$ cat config.mk
export PLATFORM = sky130hd
export DESIGN_NAME = cam_read
export DESIGN_NICKNAME = d
export VERILOG_FILES = /design/src/rtl/cam_pkg.sv /design/src/rtl/cam_read.sv
export SDC_FILE = /design/constraint.sdc
export NUM_CORES = 1
export LEC_CHECK = 0
export ABC_AREA = 1
export CAP_MARGIN = 20
export CORE_ASPECT_RATIO = 0.5
export CORE_MARGIN = 1.5
export CORE_UTILIZATION = 45
export CTS_CLUSTER_DIAMETER = 100
export CTS_CLUSTER_SIZE = 40
export DETAILED_ROUTE_END_ITERATION = 16
export GPL_ROUTABILITY_DRIVEN = 0
export PLACE_DENSITY = 0.64
export SETUP_SLACK_MARGIN = 0.3
export SYNTH_ARGS = -nofsm -noshare
export SYNTH_HDL_FRONTEND = slang
export SYNTH_SLANG_ARGS = --single-unit
$ cat constraint.sdc
create_clock -name clk -period 2.7 [get_ports clk]
set_input_delay 0.405 -clock clk [delete_from_list [all_inputs] [get_ports clk]]
set_output_delay 0.405 -clock clk [all_outputs]
set_load 0.01 [all_outputs]
$ cat src/rtl/cam_pkg.sv
// Shared constants and state encoding for the OV7670 capture path.
// Screen size, buffer widths, RGB332 reference colours and the FSM states.
package cam_pkg;
    localparam int CAM_SCREEN_X = 160;
    localparam int CAM_SCREEN_Y = 120;
    localparam int AW           = 15;
    localparam int DW           = 8;

    localparam logic [7:0] RED   = 8'hE0;
    localparam logic [7:0] GREEN = 8'h1C;
    localparam logic [7:0] BLUE  = 8'h03;

    typedef enum logic [1:0] {
        WAIT_FRAME,
        WAIT_LINE,
        BYTE_HI,
        BYTE_LO
    } cam_state_e;
endpackage

$ cat src/rtl/cam_read.sv
// OV7670 RGB565 byte stream to RGB332 frame-buffer writer, one write per pixel.
// Build option CAM_READ_TEST_PATTERN_EN replaces camera data with a row/column pattern.
module cam_read #(
    parameter int CAM_SCREEN_X = cam_pkg::CAM_SCREEN_X,
    parameter int CAM_SCREEN_Y = cam_pkg::CAM_SCREEN_Y,
    parameter int AW           = cam_pkg::AW,
    parameter int DW           = cam_pkg::DW
) (
    input  logic          clk,
    input  logic          rst,
    input  logic          vsync,
    input  logic          href,
    input  logic [7:0]    px_data,
    output logic [AW-1:0] mem_px_addr,
    output logic [DW-1:0] mem_px_data,
    output logic          px_wr,
    output logic          frame_done
);
    import cam_pkg::*;

    localparam logic [15:0]   X16 = 16'(CAM_SCREEN_X);
    localparam logic [15:0]   Y16 = 16'(CAM_SCREEN_Y);
    localparam logic [AW-1:0] XA  = AW'(CAM_SCREEN_X);

    cam_state_e    state_q, state_d;
    logic          vsync_q;
    logic [5:0]    hi_q, hi_d;
    logic [15:0]   col_q, col_d, row_q, row_d;
    logic [AW-1:0] base_q, base_d;
    logic          wr_q, wr_d, done_q, done_d;
    logic [AW-1:0] addr_q, addr_d;
    logic [DW-1:0] data_q, data_d;
    logic [7:0]    pix;
    logic          in_win, line_end;

    always_ff @(posedge clk or negedge rst) begin
        if (!rst) state_q <= WAIT_FRAME;
        else      state_q <= state_d;
    end

    // Capture starts on a vsync falling edge, so a frame already in flight at reset is skipped.
    always_comb begin
        state_d = state_q;
        case (state_q)
            WAIT_FRAME: if (vsync_q && !vsync) state_d = WAIT_LINE;
            WAIT_LINE:  if (vsync) state_d = WAIT_FRAME;
                        else if (href) state_d = BYTE_LO;
            BYTE_LO:    if (vsync) state_d = WAIT_FRAME;
                        else if (href) state_d = BYTE_HI;
                        else state_d = WAIT_LINE;
            BYTE_HI:    if (vsync) state_d = WAIT_FRAME;
                        else if (href) state_d = BYTE_LO;
                        else state_d = WAIT_LINE;
            default:    state_d = WAIT_FRAME;
        endcase
    end

`ifdef CAM_READ_TEST_PATTERN_EN
    assign pix = {col_q[7:5], row_q[6:4], col_q[4:3]};
`else
    assign pix = {hi_q, px_data[4:3]};
`endif

    assign in_win = (col_q < X16) && (row_q < Y16);

    always_comb begin
        hi_d     = hi_q;
        col_d    = col_q;
        row_d    = row_q;
        base_d   = base_q;
        wr_d     = 1'b0;
        addr_d   = addr_q;
        data_d   = data_q;
        done_d   = 1'b0;
        line_end = 1'b0;
        case (state_q)
            WAIT_FRAME: if (vsync_q && !vsync) begin
                col_d  = '0;
                row_d  = '0;
                base_d = '0;
            end
            WAIT_LINE: if (vsync) done_d = 1'b1;
                       else if (href) hi_d = {px_data[7:5], px_data[2:0]};
            BYTE_LO: if (vsync) done_d = 1'b1;
                     else if (href) begin
                         // Out-of-window pixels leave column and address where they are.
                         if (in_win) begin
                             wr_d   = 1'b1;
                             addr_d = base_q + AW'(col_q);
                             data_d = DW'(pix);
                             col_d  = col_q + 16'd1;
                         end
                     end else line_end = 1'b1;
            BYTE_HI: if (vsync) done_d = 1'b1;
                     else if (href) hi_d = {px_data[7:5], px_data[2:0]};
                     else line_end = 1'b1;
            default: ;
        endcase
        if (line_end) begin
            col_d = '0;
            if (row_q < Y16) begin
                row_d  = row_q + 16'd1;
                base_d = base_q + XA;
            end
        end
    end

    always_ff @(posedge clk or negedge rst) begin
        if (!rst) begin
            vsync_q <= 1'b0;
            hi_q    <= '0;
            col_q   <= '0;
            row_q   <= '0;
            base_q  <= '0;
            wr_q    <= 1'b0;
            addr_q  <= '0;
            data_q  <= '0;
            done_q  <= 1'b0;
        end else begin
            vsync_q <= vsync;
            hi_q    <= hi_d;
            col_q   <= col_d;
            row_q   <= row_d;
            base_q  <= base_d;
            wr_q    <= wr_d;
            addr_q  <= addr_d;
            data_q  <= data_d;
            done_q  <= done_d;
        end
    end

    assign px_wr       = wr_q;
    assign mem_px_addr = addr_q;
    assign mem_px_data = data_q;
    assign frame_done  = done_q;
endmodule
# After elaboration in Yosys (flattened, before gate mapping)
# Index checks and enable logic that the tools add are counted.
# totals
ramBits	0
latchBits	0
reg_bits	81
romBits	0
memories	0
out_inout_bits	25
word_cells	69
# op_classes
n_reduce_logical	12
mul	0
n_mux	31
bitwise_logic	1
shift	0
n_addsub	4
magnitude_cmp	2
n_eq_ne	9
div	0
# ops
operator	n
$mux W16	9
$mux W15	4
$add A16 B1 Y16 const B	2
$pmux W16 S2	1
$lt A16 B7 Y1 const B	1
$lt A16 B8 Y1 const B	1
$add A15 B15 Y15	1
$add A15 B8 Y15 const B	1
$ne A3 B3 Y1 const B	5
$mux W2	7
$mux W1	9
$pmux W2 S4	1
$reduce_and A5 Y1	1
$eq A2 B2 Y1 const B	2
$reduce_and A4 Y1	1
$reduce_or A2 Y1	2
$reduce_and A3 Y1	1
$reduce_bool A3 Y1	1
$reduce_or A3 Y1	1
$eq A2 B1 Y1 const B	1
$logic_and A1 B1 Y1	2
$logic_not A2 Y1	1
$ne A2 B2 Y1 const B	1
$reduce_and A2 Y1	1
2 further kinds	2

# Depth between registers and ports, before layout
# Gate-level depths: netlist (run 1).
# depth
ltp_word	7
depth_mapped	12

# Worst setup path after synthesis (run 1)
# No wires, ideal clock.
# synth_timing
path_kind	register -> register
start	reg col_q[0]
end	reg addr_q[8], in the netlist mem_px_addr[8]
n_path_buf	0
slack_ns	0.943
stages_incl_launch_ff	10
period_less_slack_ns	1.757
arrival_time_ns	1.692
path_cell_list	dfrtp_1 ha_1 fa_1 nand2_1 nand3_1 and2_1 a21oi_1 xnor2_1 nand2_1 nand2_1
# synth_between
elab_chain_len	3
elab_cells_between_ends	4
# synth_lines
element	line_no	source
start, declared	cam_read.sv:28	logic [15:0] col_q, col_d, row_q, row_d;
start signal, assigned	cam_read.sv:122	col_q <= col_d;
$lt A16 B8 Y1	cam_read.sv:64	assign in_win = (col_q < X16) && (row_q < Y16);
$logic_and A1 B1 Y1	cam_read.sv:64	
$reduce_and A4 Y1 (no source line)	--	
end signal, assigned	cam_read.sv:126	addr_q <= addr_d;
end, declared	cam_read.sv:31	logic [AW-1:0] addr_q, addr_d;
# Parallel ways exist; a longest one is shown, timed or not.
# A chain may end at the register's enable or synchronous reset.

# Worst setup path in the final report (run 1)
# layout_timing
start	reg state_q[0]
end	reg row_q[5]
# layout_between
elab_chain_len	4
elab_cells_between_ends	8
# layout_lines
element	line_no	source
start, declared	cam_read.sv:25	cam_state_e state_q, state_d;
start signal, assigned	cam_read.sv:38	else state_q <= state_d;
$eq A2 B2 Y1 / $logic_not A2 Y1 (equally long branches)	cam_read.sv:76	case (state_q)
$reduce_or A2 Y1 (no source line) / $mux W16 (equally long branches)	--	
$mux W1 / $mux W16 (equally long branches)	--	
$mux W16 (*)	cam_read.sv:99	if (line_end) begin
net row_d[5]	cam_read.sv:28	
end signal, assigned	cam_read.sv:123	row_q <= row_d;
end, declared	cam_read.sv:28	
# The timed path passes the listed nets; every way through them passes the cells marked *.

==> flow_summary.yaml, run 1 <==
synthesis:
  synth_ff_type: "dfrtp_1"
  synthCells: 551
  synth_seq_cells: 81
  yosysWarnings: 0
  ys_types: 40
  synth-async-reset-ratio_pct: 100
  syn_nets: 586
  synth.avg_cell_area_um2: 7.97
  netlist_area_um2: 4390
  yosysSeqAreaShare_pct: 46.2
  synth_edf_count: 0
floorplan:
  num_rows: 25
  io_pins: 37
  core_area_um2: 9450
  die_area_um2: 10400
  die_y_um: 72.8
  die_w_um: 143
  initial_core_util_pct: 46.5
cells_and_area:
  final_area_um2: 5200
  final_cell_mix: "nand2_1 (159), dfrtp_1 (81), inv_1 (67)"
  drive_gt1_share_pct: 8.36
  final_nets: 628
  seqCellArea_um2: 2030
  final_core_utilization_pct: 55.1
  antennaDiodeCount: 0
  multi_input_area_um2: 2030
  final_common_cell: "nand2_1"
  area_growth_pct: 18.6
  fillers: 922
drt:
  top_layer: "met4"
  drtAntennaViolNets: 0
  drc: 0
  via_count: 3557
  vias_per_cell: 4.85
  wirelength_um: 9160
  routedWlPerCell_um: 12.5
  dr.first_iter.drc_count: 231
  met2_length_um: 3920
  met3_length_um: 453
  first_pass_iters: 5
  drt-met1-wl_um: 4640
min_path:
  worstHoldPathType: "in2async"
clock_network:
  numCtsBuffers: 9
  cts_tree: "yes"
  cts_root_buffer: "clkbuf_16"
  clk_pin_slew_ns: 0.06
  holdBufCountCts: 0
  cts_sinks: 81
  clockBufferDepth: 2
  h-tree-depth: 3
  clkLatencyLatePin_ns: 0.33
pwr:
  ir_drop_v: 0.000282
  leakage_uw: 0.00269
  fin_total_pwr_uw: 3760
  power_density_nw_per_um2: 723
critical_path:
  crit_end: "row_q[5]$_DFF_PN0_"
  critPathMaxFanout: 16
  worstSetupPathType: "reg2reg"
  required_ns: 2.92
  r2r-end: "row_q[5]$_DFF_PN0_"
  end_kind: "register"
  worstSetupStartpointType: "register"
  critPathLaunch: "state_q[0]$_DFFE_PN0P_"
  cp.arrival_ns: 2.27
  r2r_start: "state_q[0]$_DFFE_PN0P_"
  rr_worst_depth: 9
  reg2reg_setup_slack_ns: 0.65
timing:
  worstMarginPinSlew_ns: 0.555
  fin_crit_sh_pct: 76.0
  maxSlewHeadroom_pct: 63.0
  hold_violations: 0
  drv_slew: 0
  setup_viol: 0
  holdWs_ns: 0.0486
  finalSetupTns_ns: 0
  max_freq_ghz: 0.487
  clock-skew-final_ns: 0.00695
  timing.final.crit_period_ns: 2.05
  rsz0062_at_grt: "false"
global_routing:
  overflow: 0
  antenna_found_initial: 0
  grt_max_degree: 43
  grt_pass1_wl_um: 15700
  grt_pass1_vias: 3420
  gr-usage-all-layers_pct: 19.5
placed_design:
  dpl.hpwl_um: 6630
  placed_area_um2: 4900
  io_buffers: 36
status:
  status: "completed"
job:
  maxCapViolations: 0
[where the power goes]
| part | internal (µW) | switching [µW] |
|---|---|---|
| sequential | 1410 | 133 |
| clock | 738 | 478 |
| combinational | 437 | 565 |
[Yosys cell counts, types with 2 or more instances]
cell type	instances	area, µm²
nand2_1	159	597
dfrtp_1	81	2030
inv_1	67	251
nor2_1	55	206
nand3_1	49	245
a21oi_1	26	130
ha_1	22	275
o21ai_0	17	85.1
o21ai_2	7	61.3
xnor2_1	7	61.3
buf_2	6	30.0
inv_2	5	18.8
nand4_1	5	31.3
nor3_1	5	25.0
mux2_2	4	45.0
nand2_2	4	25.0
buf_6	3	33.8
nor4_1	3	18.8
xor2_1	3	26.3
nor2_4	2	22.5
o21ai_1	2	10.0
[how the worst min path moves through the flow]
stage,cells after the start,to,startpoint
after detailed placement,1,vsync_q$_DFF_PN0_,rst
final,1,frame_done$_DFF_PN0_,rst
after global placement,1,vsync_q$_DFF_PN0_,rst
after CTS,1,vsync_q$_DFF_PN0_,rst
after global routing,1,vsync_q$_DFF_PN0_,rst
after floorplan,0,base_q[0]$_DFFE_PN0P_,rst
[critical path, cell delays in order (launching register included)]
cell	delay, ns
dfrtp_1	0.37
ha_1	0.38
nor2_2	0.11
nor2_4	0.35
nand2_1	0.12
buf_4	0.19
nor2_1	0.18
nand2_1	0.10
nor2_1	0.09
a21oi_1	0.04
[per-layer routing]
metal  vias up  GRT usage, %
met5         -             0
met4         0          6.76
met3        15          4.92
met2        76          31.5
met1      1627          25.8
li1       1839             -
[cell families (layout without fill, tap and decap cells)]
kind of cell / after synthesis / after routing / share of synthesized area, %
multiplexers: 4 / 4 / 1.03
AND/OR/NAND/NOR: 290 / 290 / 28.3
adder cells (fa/ha/maj): 23 / 23 / 6.73
XOR/XNOR: 10 / 10 / 2.00
buffers and inverters: 83 / 130 / 7.87
flip-flops: 81 / 81 / 46.2
AO/OA/AOI/OAI: 60 / 60 / 7.90
[registers in the layout, summed over array words and instances, names as in the netlist]
name and cells:
base_q 15, hi_q 6, state_q 2, mem_px_addr 15, row_q 16, vsync_q 1, frame_done 1, mem_px_data 8
col_q 16, px_wr 1
[metrics by stage]
step	worst slack (ns)	instances
finish	0.648	733
detailed placement	0.252	717
global placement	0.344	717
global route	0.451	733
floorplan	0.943	551
CTS	0.527	733
[repair_timing]
| action | CTS | global route |
|---|---|---|
| setup endpoints to repair | 0 | 1 |
| resized for setup | 0 | 1 |
| endpoints found under the hold margin | 0 | 0 |
| buffers inserted | 0 | 0 |
[final cells by class]
type	count	area share [%]
inverter	72	5.19
clock inverter	5	1.06
timing repair buffer	42	7.98
sequential	81	38.9
multi-input combinational	387	38.9
tap	135	3.25
clock buffer	11	4.66
Note: power is estimated with default switching activity, not from simulation.
==> inputs of run 2 (changes only) <==
==> constraint.sdc (replaced) <==
create_clock -name clk -period 2.05 [get_ports clk]
set_input_delay 0.3075 -clock clk [delete_from_list [all_inputs] [get_ports clk]]
set_output_delay 0.3075 -clock clk [all_outputs]
set_load 0.01 [all_outputs]
==> flow_summary.yaml, run 2 (same netlist as run 1, synthesis figures left out) <==
timing:
  maxSlewHeadroom_pct: 52.8
  finalSetupTns_ns: 0
  clock-skew-final_ns: 0.00564
  max_freq_ghz: 0.569
  hold_violations: 0
  setup_viol: 0
  setup_ws_ns: 0.292
  timing.final.crit_period_ns: 1.76
  worstMarginPinSlew_ns: 0.709
  rsz0062_at_grt: "true"
  fin_crit_sh_pct: 85.8
  drv_slew: 0
floorplan:
  core_area_um2: 9450
  die_area_um2: 10400
  initial_core_util_pct: 46.5
  die_y_um: 72.8
  num_rows: 25
  die_w_um: 143
  io_pins: 37
cells_and_area:
  fillers: 843
  final_nets: 650
  final_cells: 755
  area_growth_pct: 27.6
  drive_gt1_share_pct: 17.6
  largestRegisters: "col_q x16, row_q x16"
  antennaDiodeCount: 0
  final_common_cell: "nand2_1"
  final_cell_mix: "nand2_1 (145), dfrtp_1 (79), inv_1 (66)"
pwr:
  p_sw_share_pct: 32.0
  pwr-share-seq_pct: 40.4
  internal-power_uw: 3470
  leakage_uw: 0.00281
  power_frac_clock_pct: 29.5
  switchingPower_uw: 1630
  power_density_nw_per_um2: 911
  combinationalPowerShare_pct: 30.1
  ir_drop_v: 0.000416
clock_network:
  h-tree-depth: 3
  clkLatencyLatePin_ns: 0.34
  cts_tree: "yes"
  holdBufCountCts: 0
  cts_root_buffer: "clkbuf_16"
  cts_sinks: 81
  clockBufferDepth: 2
  numCtsBuffers: 9
  clk_pin_slew_ns: 0.06
job:
  maxCapViolations: 0
critical_path:
  critPathMaxFanout: 3
  worstSetupPathType: "reg2reg"
  rr_worst_depth: 9
  cp.arrival_ns: 2.04
  r2r-end: "mem_px_addr[8]$_DFFE_PN0P_"
  worstSetupStartpointType: "register"
  critPathLaunch: "col_q[0]$_DFFE_PN0P_"
  reg2reg_setup_slack_ns: 0.29
  required_ns: 2.33
  r2r_start: "col_q[0]$_DFFE_PN0P_"
  end_kind: "register"
global_routing:
  overflow: 0
  grt_pass1_wl_um: 15300
  gr-usage-all-layers_pct: 19.0
  grt_max_degree: 56
  antenna_found_initial: 0
  grt_pass1_vias: 3375
drt:
  dr.first_iter.drc_count: 170
  wirelength_um: 9420
  routedWlPerCell_um: 12.5
  vias_per_cell: 4.86
  via_count: 3672
  drc: 0
  drtAntennaViolNets: 0
  first_pass_iters: 5
placed_design:
  place_ws_ns: 0.0208
  dpl.hpwl_um: 6510
  io_buffers: 36
  dp_cells: 727
status:
  status: "completed"
min_path:
  worstHoldPathType: "in2async"
-- run 2: routing by layer --
| layer | routed length, µm | share of wire [%] | global-route usage (%) | up-vias |
|---|---|---|---|---|
| li1 | - | - | - | 1890 |
| met1 | 4890 | 52 | 25.8 | 1706 |
| met2 | 4100 | 43 | 29.9 | 63 |
| met3 | 349 | 3.7 | 5.18 | 13 |
| met4 | 85 | 0.90 | 5.84 | 0 |
| met5 | 0 | 0 | 0 | - |
-- run 2: timing repair --
action                     in CTS  in global routing
gates cloned                    0                  2
buffers inserted                3                  7
pin swaps                       1                  8
gates resized for setup         8                 51
setup endpoints to repair      39                 58
-- run 2: worst max-delay path, cell delays in order, from the launching register on --
cell,delay (ns)
dfrtp_2,0.43
ha_4,0.18
fa_2,0.38
nand2_2,0.08
nand3_2,0.08
and2_4,0.17
a21oi_4,0.14
xnor2_2,0.12
nand2_1,0.07
nand2_1,0.05
-- run 2: power by group through the flow --
stage	clock network (µW)	logic [µW]	registers, µW
after floorplan	0	782	2080
after global placement	0	1360	2050
after detailed placement	0	1380	2060
after CTS	1560	1420	2020
after global routing	1620	1700	2090
final	1500	1540	2060
-- run 2: cell type report --
class	instances	area (µm²)	share of cell area (%)
Inverter	72	297	5.30
Timing Repair Buffer	62	597	10.7
Clock inverter	4	27.5	0.492
Sequential cell	81	2030	36.2
Timing Repair inverter	2	22.5	0.402
Multi-Input combinational cell	387	2200	39.3
Clock buffer	12	256	4.58
Tap cell	135	169	3.02
-- run 2: how the worst max path moves through the flow --
stage | end | slack [ns]
floorplan | mem_px_addr[8]$_DFFE_PN0P_ | 0.32
global placement | mem_px_addr[7]$_DFFE_PN0P_ | 0.06
detailed placement | mem_px_addr[4]$_DFFE_PN0P_ | 0.02
CTS | mem_px_addr[10]$_DFFE_PN0P_ | 0.28
global route | mem_px_addr[9]$_DFFE_PN0P_ | 0.16
finish | mem_px_addr[8]$_DFFE_PN0P_ | 0.29
-- run 2: per-stage QoR --
step	hold slack [ns]	util (%)	area, µm²	power, µW
global route	0.0903	59.3	5600	5410
floorplan	0.0119	-	4390	2860
global placement	0.413	52.8	4990	3410
finish	0.0143	59.3	5600	5100
detailed placement	0.415	52.8	4990	3430
CTS	0.0486	56.3	5320	5000
==> inputs of run 3 (changes only) <==
--- a/config.mk
+++ b/config.mk
@@ -10,7 +10,7 @@
 export CORE_ASPECT_RATIO = 0.5
 export CORE_MARGIN = 1.5
 export CORE_UTILIZATION = 45
-export CTS_CLUSTER_DIAMETER = 100
+export CTS_CLUSTER_DIAMETER = 60
 export CTS_CLUSTER_SIZE = 40
 export DETAILED_ROUTE_END_ITERATION = 16
 export GPL_ROUTABILITY_DRIVEN = 0
==> results of run 3 <==
No change in the layout: final DEF, timing and power equal those of run 2.
